==> src/rtl/line_painter_pkg.sv <==
// line_painter_pkg: shared types and sizing helpers for the line painter.
//   state_t     - draw FSM states
//   span_mode_t - span fill mode (solid / diagonal gradient)
//   words_of    - line-buffer words per line
//   addrw_of    - word-address width (at least 1 bit)
package line_painter_pkg;

    typedef enum logic [1:0] {
        ST_IDLE,
        ST_CLEAR,
        ST_WAIT_SPAN,
        ST_SPAN
    } state_t;

    typedef enum logic {
        SOLID    = 1'b0,
        GRADIENT = 1'b1
    } span_mode_t;

    function automatic int words_of(input int line_w, input int lanes);
        return line_w / lanes;
    endfunction

    function automatic int addrw_of(input int line_w, input int lanes);
        int w;
        w = $clog2(line_w / lanes);
        return (w < 1) ? 1 : w;
    endfunction

endpackage

==> src/rtl/line_painter_span_mask.sv <==
// span_mask: combinational lane-enable generator.
//   word - line-buffer word address
//   x0   - first pixel of the span (inclusive)
//   x1   - end pixel of the span (exclusive, already clamped)
//   mask - bit i set iff pixel word*LANES+i lies in [x0, x1)
module span_mask #(
    parameter int LANES = 16,
    parameter int ADDRW = 7,
    parameter int XW    = 12
) (
    input  logic [ADDRW-1:0] word,
    input  logic [XW-1:0]    x0,
    input  logic [XW-1:0]    x1,
    output logic [LANES-1:0] mask
);

    localparam int LGL = $clog2(LANES);

    always_comb begin
        mask = '0;
        for (int unsigned i = 0; i < LANES; i++) begin
            mask[i] = (((32'(word) << LGL) | 32'(i)) >= 32'(x0)) &&
                      (((32'(word) << LGL) | 32'(i)) <  32'(x1));
        end
    end

endmodule

==> src/rtl/line_painter.sv <==
// line_painter: draw-side renderer for the off-screen half of the line buffer.
// On line_start it clears the line to bg_colour, then paints accepted spans
// (solid or gradient), LANES pixels per cycle with per-lane write enables.
//   clk_pix, rst_pix          - clock, synchronous active-high reset
//   line_start, line_y,
//   bg_colour                 - buffer swap pulse and per-line parameters
//   span_valid/span_ready     - span handshake
//   span_x0/x1/colour/mode/last - span description, [x0, x1)
//   addr_off_draw, we_off_draw,
//   colour_off_draw           - line-buffer write port (registered)
//   busy, overrun             - line in progress; line_start while busy
module line_painter
    import line_painter_pkg::*;
#(
    parameter int LANES  = 16,
    parameter int LINE_W = 1280,
    parameter int CORDW  = 11,
    parameter int ADDRW  = addrw_of(LINE_W, LANES)
) (
    input  logic                 clk_pix,
    input  logic                 rst_pix,
    input  logic                 line_start,
    input  logic [CORDW-1:0]     line_y,
    input  logic [7:0]           bg_colour,
    input  logic                 span_valid,
    output logic                 span_ready,
    input  logic [CORDW-1:0]     span_x0,
    input  logic [CORDW-1:0]     span_x1,
    input  logic [7:0]           span_colour,
    input  logic                 span_mode,
    input  logic                 span_last,
    output logic [ADDRW-1:0]     addr_off_draw,
    output logic [LANES-1:0]     we_off_draw,
    output logic [8*LANES-1:0]   colour_off_draw,
    output logic                 busy,
    output logic                 overrun
);

    localparam int WORDS = words_of(LINE_W, LANES);
    localparam int LGL   = $clog2(LANES);
    localparam int XW    = CORDW + 1;
    localparam logic [XW-1:0]    LINE_END  = XW'(LINE_W);
    localparam logic [ADDRW-1:0] LAST_WORD = ADDRW'(WORDS - 1);

    state_t             state_q, state_d;
    logic [ADDRW-1:0]   addr_q, addr_d;
    logic [LANES-1:0]   we_q, we_d;
    logic [8*LANES-1:0] colour_q, colour_d;
    logic               busy_q, busy_d;
    logic               ready_q, ready_d;
    logic               overrun_q, overrun_d;

    // Latched span and line parameters
    logic [XW-1:0]      x0_q, x0_d;
    logic [XW-1:0]      x1_q, x1_d;
    logic [ADDRW-1:0]   end_word_q, end_word_d;
    logic [7:0]         scol_q, scol_d;
    span_mode_t         mode_q, mode_d;
    logic               last_q, last_d;
    logic [7:0]         y_q, y_d;

    // Incoming span, clamped to the line
    logic [XW-1:0]      in_x0, in_x1c, in_x1m1;
    logic               in_empty;
    logic [ADDRW-1:0]   in_first_word, in_end_word;

    assign in_x0         = {1'b0, span_x0};
    assign in_x1c        = ({1'b0, span_x1} > LINE_END) ? LINE_END : {1'b0, span_x1};
    assign in_x1m1       = in_x1c - XW'(1);
    assign in_empty      = (in_x1c <= in_x0);
    assign in_first_word = ADDRW'(in_x0 >> LGL);
    assign in_end_word   = ADDRW'(in_x1m1 >> LGL);

    // One mask/colour path serves both the first word (straight from the
    // handshake inputs) and the following words (from the latched span).
    logic               use_in;
    logic [ADDRW-1:0]   paint_word;
    logic [XW-1:0]      paint_x0, paint_x1;
    logic [7:0]         paint_base;
    span_mode_t         paint_mode;
    logic [LANES-1:0]   paint_mask;
    logic [8*LANES-1:0] paint_colour;

    assign use_in     = (state_q == ST_WAIT_SPAN);
    assign paint_word = use_in ? in_first_word : addr_q + 1'b1;
    assign paint_x0   = use_in ? in_x0 : x0_q;
    assign paint_x1   = use_in ? in_x1c : x1_q;
    assign paint_base = use_in ? span_colour : scol_q;
    assign paint_mode = use_in ? span_mode_t'(span_mode) : mode_q;

    span_mask #(
        .LANES (LANES),
        .ADDRW (ADDRW),
        .XW    (XW)
    ) u_span_mask (
        .word (paint_word),
        .x0   (paint_x0),
        .x1   (paint_x1),
        .mask (paint_mask)
    );

    always_comb begin
        paint_colour = '0;
        for (int unsigned i = 0; i < LANES; i++) begin
            if (paint_mode == GRADIENT) begin
                paint_colour[8*i +: 8] = paint_base
                                       + 8'((32'(paint_word) << LGL) | 32'(i))
                                       + y_q;
            end else begin
                paint_colour[8*i +: 8] = paint_base;
            end
        end
    end

    always_comb begin
        state_d    = state_q;
        addr_d     = addr_q;
        we_d       = '0;
        colour_d   = colour_q;
        busy_d     = busy_q;
        ready_d    = ready_q;
        overrun_d  = 1'b0;
        x0_d       = x0_q;
        x1_d       = x1_q;
        end_word_d = end_word_q;
        scol_d     = scol_q;
        mode_d     = mode_q;
        last_d     = last_q;
        y_d        = y_q;

        if (line_start) begin
            overrun_d = (state_q != ST_IDLE);
            state_d   = ST_CLEAR;
            addr_d    = '0;
            we_d      = '1;
            colour_d  = {LANES{bg_colour}};
            busy_d    = 1'b1;
            ready_d   = 1'b0;
            last_d    = 1'b0;
            y_d       = line_y[7:0];
        end else begin
            case (state_q)
                ST_IDLE: ;
                ST_CLEAR: begin
                    if (addr_q == LAST_WORD) begin
                        state_d = ST_WAIT_SPAN;
                        ready_d = 1'b1;
                    end else begin
                        addr_d = addr_q + 1'b1;
                        we_d   = '1;
                    end
                end
                ST_WAIT_SPAN: begin
                    if (span_valid) begin
                        if (in_empty) begin
                            if (span_last) begin
                                state_d = ST_IDLE;
                                busy_d  = 1'b0;
                                ready_d = 1'b0;
                            end
                        end else begin
                            state_d    = ST_SPAN;
                            ready_d    = 1'b0;
                            addr_d     = in_first_word;
                            we_d       = paint_mask;
                            colour_d   = paint_colour;
                            x0_d       = in_x0;
                            x1_d       = in_x1c;
                            end_word_d = in_end_word;
                            scol_d     = span_colour;
                            mode_d     = span_mode_t'(span_mode);
                            last_d     = span_last;
                        end
                    end
                end
                ST_SPAN: begin
                    if (addr_q == end_word_q) begin
                        state_d = last_q ? ST_IDLE : ST_WAIT_SPAN;
                        ready_d = !last_q;
                        busy_d  = !last_q;
                    end else begin
                        addr_d   = addr_q + 1'b1;
                        we_d     = paint_mask;
                        colour_d = paint_colour;
                    end
                end
                default: state_d = ST_IDLE;
            endcase
        end
    end

    always_ff @(posedge clk_pix) begin
        if (rst_pix) begin
            state_q    <= ST_IDLE;
            addr_q     <= '0;
            we_q       <= '0;
            colour_q   <= '0;
            busy_q     <= 1'b0;
            ready_q    <= 1'b0;
            overrun_q  <= 1'b0;
            x0_q       <= '0;
            x1_q       <= '0;
            end_word_q <= '0;
            scol_q     <= '0;
            mode_q     <= SOLID;
            last_q     <= 1'b0;
            y_q        <= '0;
        end else begin
            state_q    <= state_d;
            addr_q     <= addr_d;
            we_q       <= we_d;
            colour_q   <= colour_d;
            busy_q     <= busy_d;
            ready_q    <= ready_d;
            overrun_q  <= overrun_d;
            x0_q       <= x0_d;
            x1_q       <= x1_d;
            end_word_q <= end_word_d;
            scol_q     <= scol_d;
            mode_q     <= mode_d;
            last_q     <= last_d;
            y_q        <= y_d;
        end
    end

    assign addr_off_draw   = addr_q;
    assign we_off_draw     = we_q;
    assign colour_off_draw = colour_q;
    assign busy            = busy_q;
    assign span_ready      = ready_q;
    assign overrun         = overrun_q;

endmodule

==> config.mk <==
export PLATFORM = sky130hd
export DESIGN_NAME = line_painter
export DESIGN_NICKNAME = d
export VERILOG_FILES = /design/src/rtl/line_painter_pkg.sv /design/src/rtl/line_painter_span_mask.sv /design/src/rtl/line_painter.sv
export SDC_FILE = /design/constraint.sdc
export NUM_CORES = 1
export LEC_CHECK = 0
export BUFFER_PORTS_ARGS = -buffer_cell sky130_fd_sc_hd__buf_2
export CAP_MARGIN = 40
export CORE_MARGIN = 8
export CORE_UTILIZATION = 52
export CTS_CLUSTER_DIAMETER = 120
export CTS_CLUSTER_SIZE = 20
export DETAILED_ROUTE_END_ITERATION = 7
export PLACE_DENSITY = 0.79
export SLEW_MARGIN = 25
export SYNTH_ARGS = -nofsm -noshare
export SYNTH_HDL_FRONTEND = slang
export SYNTH_SLANG_ARGS = --single-unit
==> constraint.sdc <==
create_clock -name clk_pix -period 4.4 [get_ports clk_pix]
set_input_delay 0.44 -clock clk_pix [delete_from_list [all_inputs] [get_ports clk_pix]]
set_output_delay 0.44 -clock clk_pix [all_outputs]
set_load 0.05 [all_outputs]
* Word-level counts from Yosys, hierarchy flattened
Cells that the tools add are included.
** Word-level totals
- Output and inout bits :: 154
- Bits in writable memories :: 0
- Bits of input ports :: 55
- Bits in latches :: 0
- Bits in read-only memories :: 0
- Memories kept :: 0
- Logic and storage cells :: 191
- Bits in registers :: 204
** Cells by class
- Divide/modulo/power cells :: 0
- Reduce and logical (&&, ||, !) cells :: 30
- Shifts and indexed selects :: 0
- $mul :: 0
- Magnitude comparators :: 34
- Bitwise gates (word level) :: 2
- Equality and inequality tests :: 20
- Muxes and demuxes :: 56
- Add/subtract/negate cells :: 34
** Operators with widths (number)
- two-way mux 128 bit :: 4
- adder 8 bit :: 32
- one-hot mux 128 bit (2 select lines) :: 1
- < comparator 11 x 12 -> 1 bit :: 16
- >= comparator 11 bit :: 16
- two-way mux 8 bit :: 17
- two-way mux 16 bit :: 5
- one-hot mux 16 bit (3 select lines) :: 1
- two-way mux 7 bit :: 5
- inequality test 3 bit, second input constant :: 8
- two-way mux 11 bit :: 2
- one-hot mux 7 bit (3 select lines) :: 1
- AND reduction 5 bit :: 4
- logical AND 1 bit :: 16
- two-way mux 12 bit :: 1
- two-way mux 2 bit :: 6
- inequality test 2 bit, second input constant :: 6
- > comparator 11 bit, second input constant :: 1
- <= comparator 11 bit :: 1
- subtractor 11 x 1 -> 11 bit, second input constant :: 1
- two-way mux 1 bit :: 10
- AND reduction 4 bit :: 2
- adder 7 x 1 -> 7 bit, second input constant :: 1
- equality test 7 bit :: 1
- 14 further kinds :: 18

* Logic depth before layout (Yosys ltp)
- Depth in word-level cells :: 9
- Depth in mapped cells :: 19
- Gate-level depth less buffers :: 14

* By module
A second synthesis with hierarchy kept.
** Second synthesis, totals
- Cell total of the unflattened synthesis :: 1429
- Area total of the unflattened synthesis :: 11372.2 um2
** Modules (own cells, without submodules)
- line_painter :: seq. area each 3383.2 um2, area each 10513.8 um2, times used 1, cells each 1298
- span_mask :: seq. area each 0.0 um2, area each 858.3 um2, times used 1, cells each 131

* Least setup slack after synthesis
OpenSTA, ideal clock, no wires.
- Path kind :: register to register
- Start :: register state_q[0]
- End :: register colour_q[87] (netlist: colour_off_draw[87])
- Setup time :: 59 ps
- Path slack :: 297 ps
- Clock period less this slack :: 4103 ps
- Buffers on the path :: 5
- Data required time :: 4341 ps
- Data arrival time :: 4044 ps
- Stages on the path, launching flop included :: 18
- Cells stage by stage :: dfxtp_1 buf_2 nand2b_1 buf_2 clkbuf_1 clkbuf_1 nor2_1 a21oi_1 inv_1 fa_1 inv_1 ha_1 clkbuf_1 a21oi_1 a21boi_0 or4_1 mux2i_1 o221a_2
** On the way
- Cells in the longest elaborated chain, start to end :: 9
- Elaborated cells on any way between the ends :: 18
- Those cells by class :: 2 x add/sub; 5 x eq/ne; 9 x mux; 2 x reduce/logical
** RTL lines
- start, declared :: line line_painter.sv:45 : state_t state_q, state_d;
- start signal, assigned :: line line_painter.sv:209 : state_q <= state_d;
- equality test 2 bit * :: line line_painter.sv:84 : assign use_in = (state_q == ST_WAIT_SPAN);
- two-way mux 7 bit * :: line line_painter.sv:85 : assign paint_word = use_in ? in_first_word : addr_q + 1'b1;
- named net paint_word[0] :: line line_painter.sv:77 : logic [ADDRW-1:0] paint_word;
- adder 8 bit * :: line line_painter.sv:107 : + 8'((32'(paint_word) << LGL) | 32'(i))
- adder 8 bit * :: line line_painter.sv:108 : + y_q;
- two-way mux 8 bit * :: line line_painter.sv:105 : if (paint_mode == GRADIENT) begin
- two-way mux 128 bit :: line line_painter.sv:155 : if (in_empty) begin
- two-way mux 128 bit :: line line_painter.sv:154 : if (span_valid) begin
- one-hot mux 128 bit (2 select lines) * :: line line_painter.sv:142 : case (state_q)
- two-way mux 128 bit * :: line line_painter.sv:131 : if (line_start) begin
- end signal, assigned :: line line_painter.sv:212 : colour_q <= colour_d;
- end, declared :: line line_painter.sv:48 : logic [8*LANES-1:0] colour_q, colour_d;
The timed path passes the listed nets; every way through them passes the cells marked *. The select of a mux whose other input is x is not followed.
A chain may end at the register's enable or synchronous reset.

* Worst setup path in the final report
- Start :: register state_q[0]
- End :: register colour_q[103] (netlist: colour_off_draw[103])
** On the way
- Cells in the longest elaborated chain, start to end :: 9
- Elaborated cells on any way between the ends :: 18
- Those cells by class :: 2 x add/sub; 5 x eq/ne; 9 x mux; 2 x reduce/logical
** RTL lines (line)
- equality test 2 bit :: line_painter.sv:84, line_painter.sv:142
- two-way mux 8 bit / two-way mux 7 bit (equally long branches) :: line_painter.sv:88, line_painter.sv:85
- adder 8 bit :: line_painter.sv:107
- adder 8 bit :: line_painter.sv:108
- two-way mux 8 bit :: line_painter.sv:105
- two-way mux 128 bit :: line_painter.sv:155
- two-way mux 128 bit :: line_painter.sv:154
- one-hot mux 128 bit (2 select lines) :: line_painter.sv:142
- two-way mux 128 bit :: line_painter.sv:131
Several ways; a longest one is shown, not always the timed one. The select of a mux whose other input is x is not followed.

==> results_dict.tcl <==
set metrics [dict create \
    synth.distinct_cells 68 \
    grt_setup_unrepaired "no" \
    route.antenna.remaining_nets 0 \
    std_cell_rows 54 \
    cts.root.buffer_cell "sky130_fd_sc_hd__clkbuf_16" \
    report.final.hold_viol_count 0 \
    setup.worst_path.start_class "flop" \
    tritoncts.num_buffers 17 \
    finish.instance_area_mm2 0.01294 \
    first_global_vias 10450 \
    r2r_slack_ns 0.48 \
    rr_endpoint "colour_off_draw[103]" \
    final_core_utilization_pct 60.05 \
    worstSetupEndpointType "flop" \
    grt_usage_pct 26.24 \
    r2r_cells 12 \
    pin_count 209 \
    synthesis.area_per_instance_um2 8.158 \
    clk_path_buf_depth 2 \
    finish.net_count 1618 \
    synthToLayoutAreaGrowth_pct 14.47 \
    finalWorstPathRequiredPeriod_ns 3.922 \
    holdCritPathClass "in -> reg" \
    worstMarginPinSlew_ns 0.8423 \
    hold_depth 3 \
    route.detailed.wl_per_inst_um 20.19 \
    asyncSetResetFlopFracSynth_pct 0 \
    drt-initial-drc-count 1117 \
    worst_skew_pair.late_latency_ns 0.44 \
    timing.hold.worst_endpoint "y_q[4]" \
    synth_top_cell_area_share_pct 29.92 \
    rr_startpoint "state_q[0]" \
    synth-edff-count 0 \
    fp.dieH_um 163.5 \
    netlist_instances 1386 \
    yosysSeqAreaShare_pct 29.92 \
    post_synth_main_area_contributors "sky130_fd_sc_hd__dfxtp_1 (30%), sky130_fd_sc_hd__ha_1 (5.9%), sky130_fd_sc_hd__a21oi_1 (5.6%)" \
    numClockSinks 169 \
    vias 11100 \
    fin_crit_sh_pct 89.14 \
    post-dp-hpwl_um 26540 \
    clock_tree_from_tritoncts "built" \
    critPathArrivalTime_ns 4.27 \
    ir_drop_v 0.0002969 \
    power_leakage_nw 5.701 \
    gr-total-overflow 0 \
    ys.warnings.count 0 \
    grt_max_degree 48 \
    postSynthRegisterBits 169 \
    buffer_ports.inserted 205 \
    max_freq_mhz 255.0 \
    antenna_found_initial 1 \
    cts.repair_timing.setup_buffer_count 0 \
    crit_slowest_cell "sky130_fd_sc_hd__a21boi_0" \
    yosys_most_used_dff "sky130_fd_sc_hd__dfxtp_1" \
    cap_viol_max_count 0 \
    grt_pass1_wl_um 56660 \
    floorplan.core_area_mm2 0.02155 \
    skew_ns 0.01130 \
    hp-start "line_y[4]" \
    power.density_mw_per_mm2 314.2 \
    final_layout_size_suffix_gt1_share_pct 21.32 \
    cts.reportedPaths.clkPinSlew_ns 0.07 \
    tns_ns 0 \
    critical_path.cell_chain "buf_4 > and2b_1 > buf_4 > mux2i_1 > ha_1 > inv_1 > ha_1 > nand3_1 > a21boi_0 > nor2_1 > a211o_1 > a32oi_1" \
    ctsResizeCount 0 \
    drt-pass1-iter-count 7 \
    route.detailed.vias_per_inst 6.198 \
    slew_headroom_pct 43.84 \
    run_status "completed" \
    hold_slack_ns 0.2457 \
    starting_density_pct 52.46 \
    timing.setup.critical_path_class "reg -> reg" \
    fp.dieArea_mm2 0.02672 \
    final_cell_mix "sky130_fd_sc_hd__buf_2 (207), sky130_fd_sc_hd__dfxtp_1 (169), sky130_fd_sc_hd__a21oi_1 (125)" \
    syn_nets 1505 \
    cts.htree.levels 4 \
    critPathMaxFanout 19 \
    totalWireLength_um 36150 \
    synth.largest_area_cell "sky130_fd_sc_hd__dfxtp_1" \
    gp_congestion 0.9442 \
    drt_drc_violations_left 0 \
    slew_viol_final 0 \
    worst_ep_required_time_ns 4.75 \
    critical_path.max_stage_delay_ns 0.54 \
    die-width_um 163.5 \
    final_common_cell "sky130_fd_sc_hd__buf_2" \
    final_setup_violation_count 0 \
    syn-cell-area_mm2 0.01131 \
    dpl_cell_area_mm2 0.01234 \
    cts_hold_repair.buffers 0 \
]
## sequential cells by signal, summed over array words and instances, names as in the netlist, 2 cells and up
register / cells
x0_q: 11
y_q: 8
x1_q: 11
scol_q: 8
addr_off_draw: 7
end_word_q: 7
colour_off_draw: 94
state_q: 2
we_off_draw: 16
## cell usage after synthesis, drive strengths merged, types with 7 or more instances
cell	instances
a21boi	12
xor2	43
a32oi	11
o221a	22
and4	7
ha	53
buf	80
a311oi	14
nand4	14
nand2	110
inv	50
nand3	28
a211oi	27
clkbuf	77
xnor2	38
a21o	34
o21ai	78
a311o	15
nor4	20
a211o	14
a31oi	14
o221ai	14
o31ai	35
nor3	23
fa	11
o211ai	19
dfxtp	169
and2	17
nor2	90
a21oi	129
mux2i	40
## worst max-delay path, delay by kind of cell, from the launching register on
family	cells	cell delay, ns
AO/OA/AOI/OAI	3	1.04
AND/OR/NAND/NOR	3	0.79
adder cells (fa/ha/maj)	2	0.71
buffers and inverters	3	0.56
multiplexers	1	0.43
flip-flops	1	0.31
## area by class of cell
cell class	instances	area, um^2
fill	1917	8610
multi-input combinational	1009	7025
sequential	169	3383
timing repair buffer	251	1446
clock buffer	22	444.2
tap	280	350.3
inverter	51	191.4
clock inverter	8	100.1
antenna	1	2.502
## layer usage
| metal | share of wire [%] | track usage (%) |
|---|---|---|
| met3 | 9.0 | 5.696 |
| met2 | 46 | 41.27 |
| met4 | 2.1 | 7.686 |
| met5 | 0 | 0 |
| met1 | 43 | 35.47 |
## how the worst max path moves through the flow
stage                     slack (ns)       start              endpoint
after floorplan                 0.30  state_q[0]   colour_off_draw[87]
after global placement          0.32  span_x1[0]  colour_off_draw[119]
after detailed placement        0.13  span_x1[0]   colour_off_draw[13]
after CTS                       0.56  span_x1[0]   colour_off_draw[59]
after global routing            0.26  span_x1[0]  colour_off_draw[117]
final                           0.48  state_q[0]  colour_off_draw[103]
## power by group
group          internal [mW]  leakage [nW]  switching (mW)
Combinational          0.280          4.06           0.685
Sequential              1.60          1.39          0.0428
Clock                  0.827         0.252           0.627
Total                   2.71          5.70            1.36
## per-stage QoR
stage | power [mW] | setup slack [ns] | std cells
CTS | 4.071 | 0.5633 | 1788
global route | 4.213 | 0.2592 | 1791
global placement | 2.621 | 0.3162 | 1754
finish | 4.067 | 0.4777 | 1791
floorplan | 2.410 | 0.2973 | 1386
detailed placement | 2.633 | 0.1317 | 1758
## logic make-up after synthesis
| logic type | after synthesis | share of synthesized area, % |
|---|---|---|
| compound gates | 481 | 29.42 |
| simple gates | 338 | 14.13 |
| buf+inv | 208 | 8.332 |
| flops | 169 | 29.92 |
| xor+xnor | 81 | 6.341 |
| fa+ha+maj | 64 | 7.812 |
| mux | 45 | 4.039 |
Power figures use the tool's default switching activity.
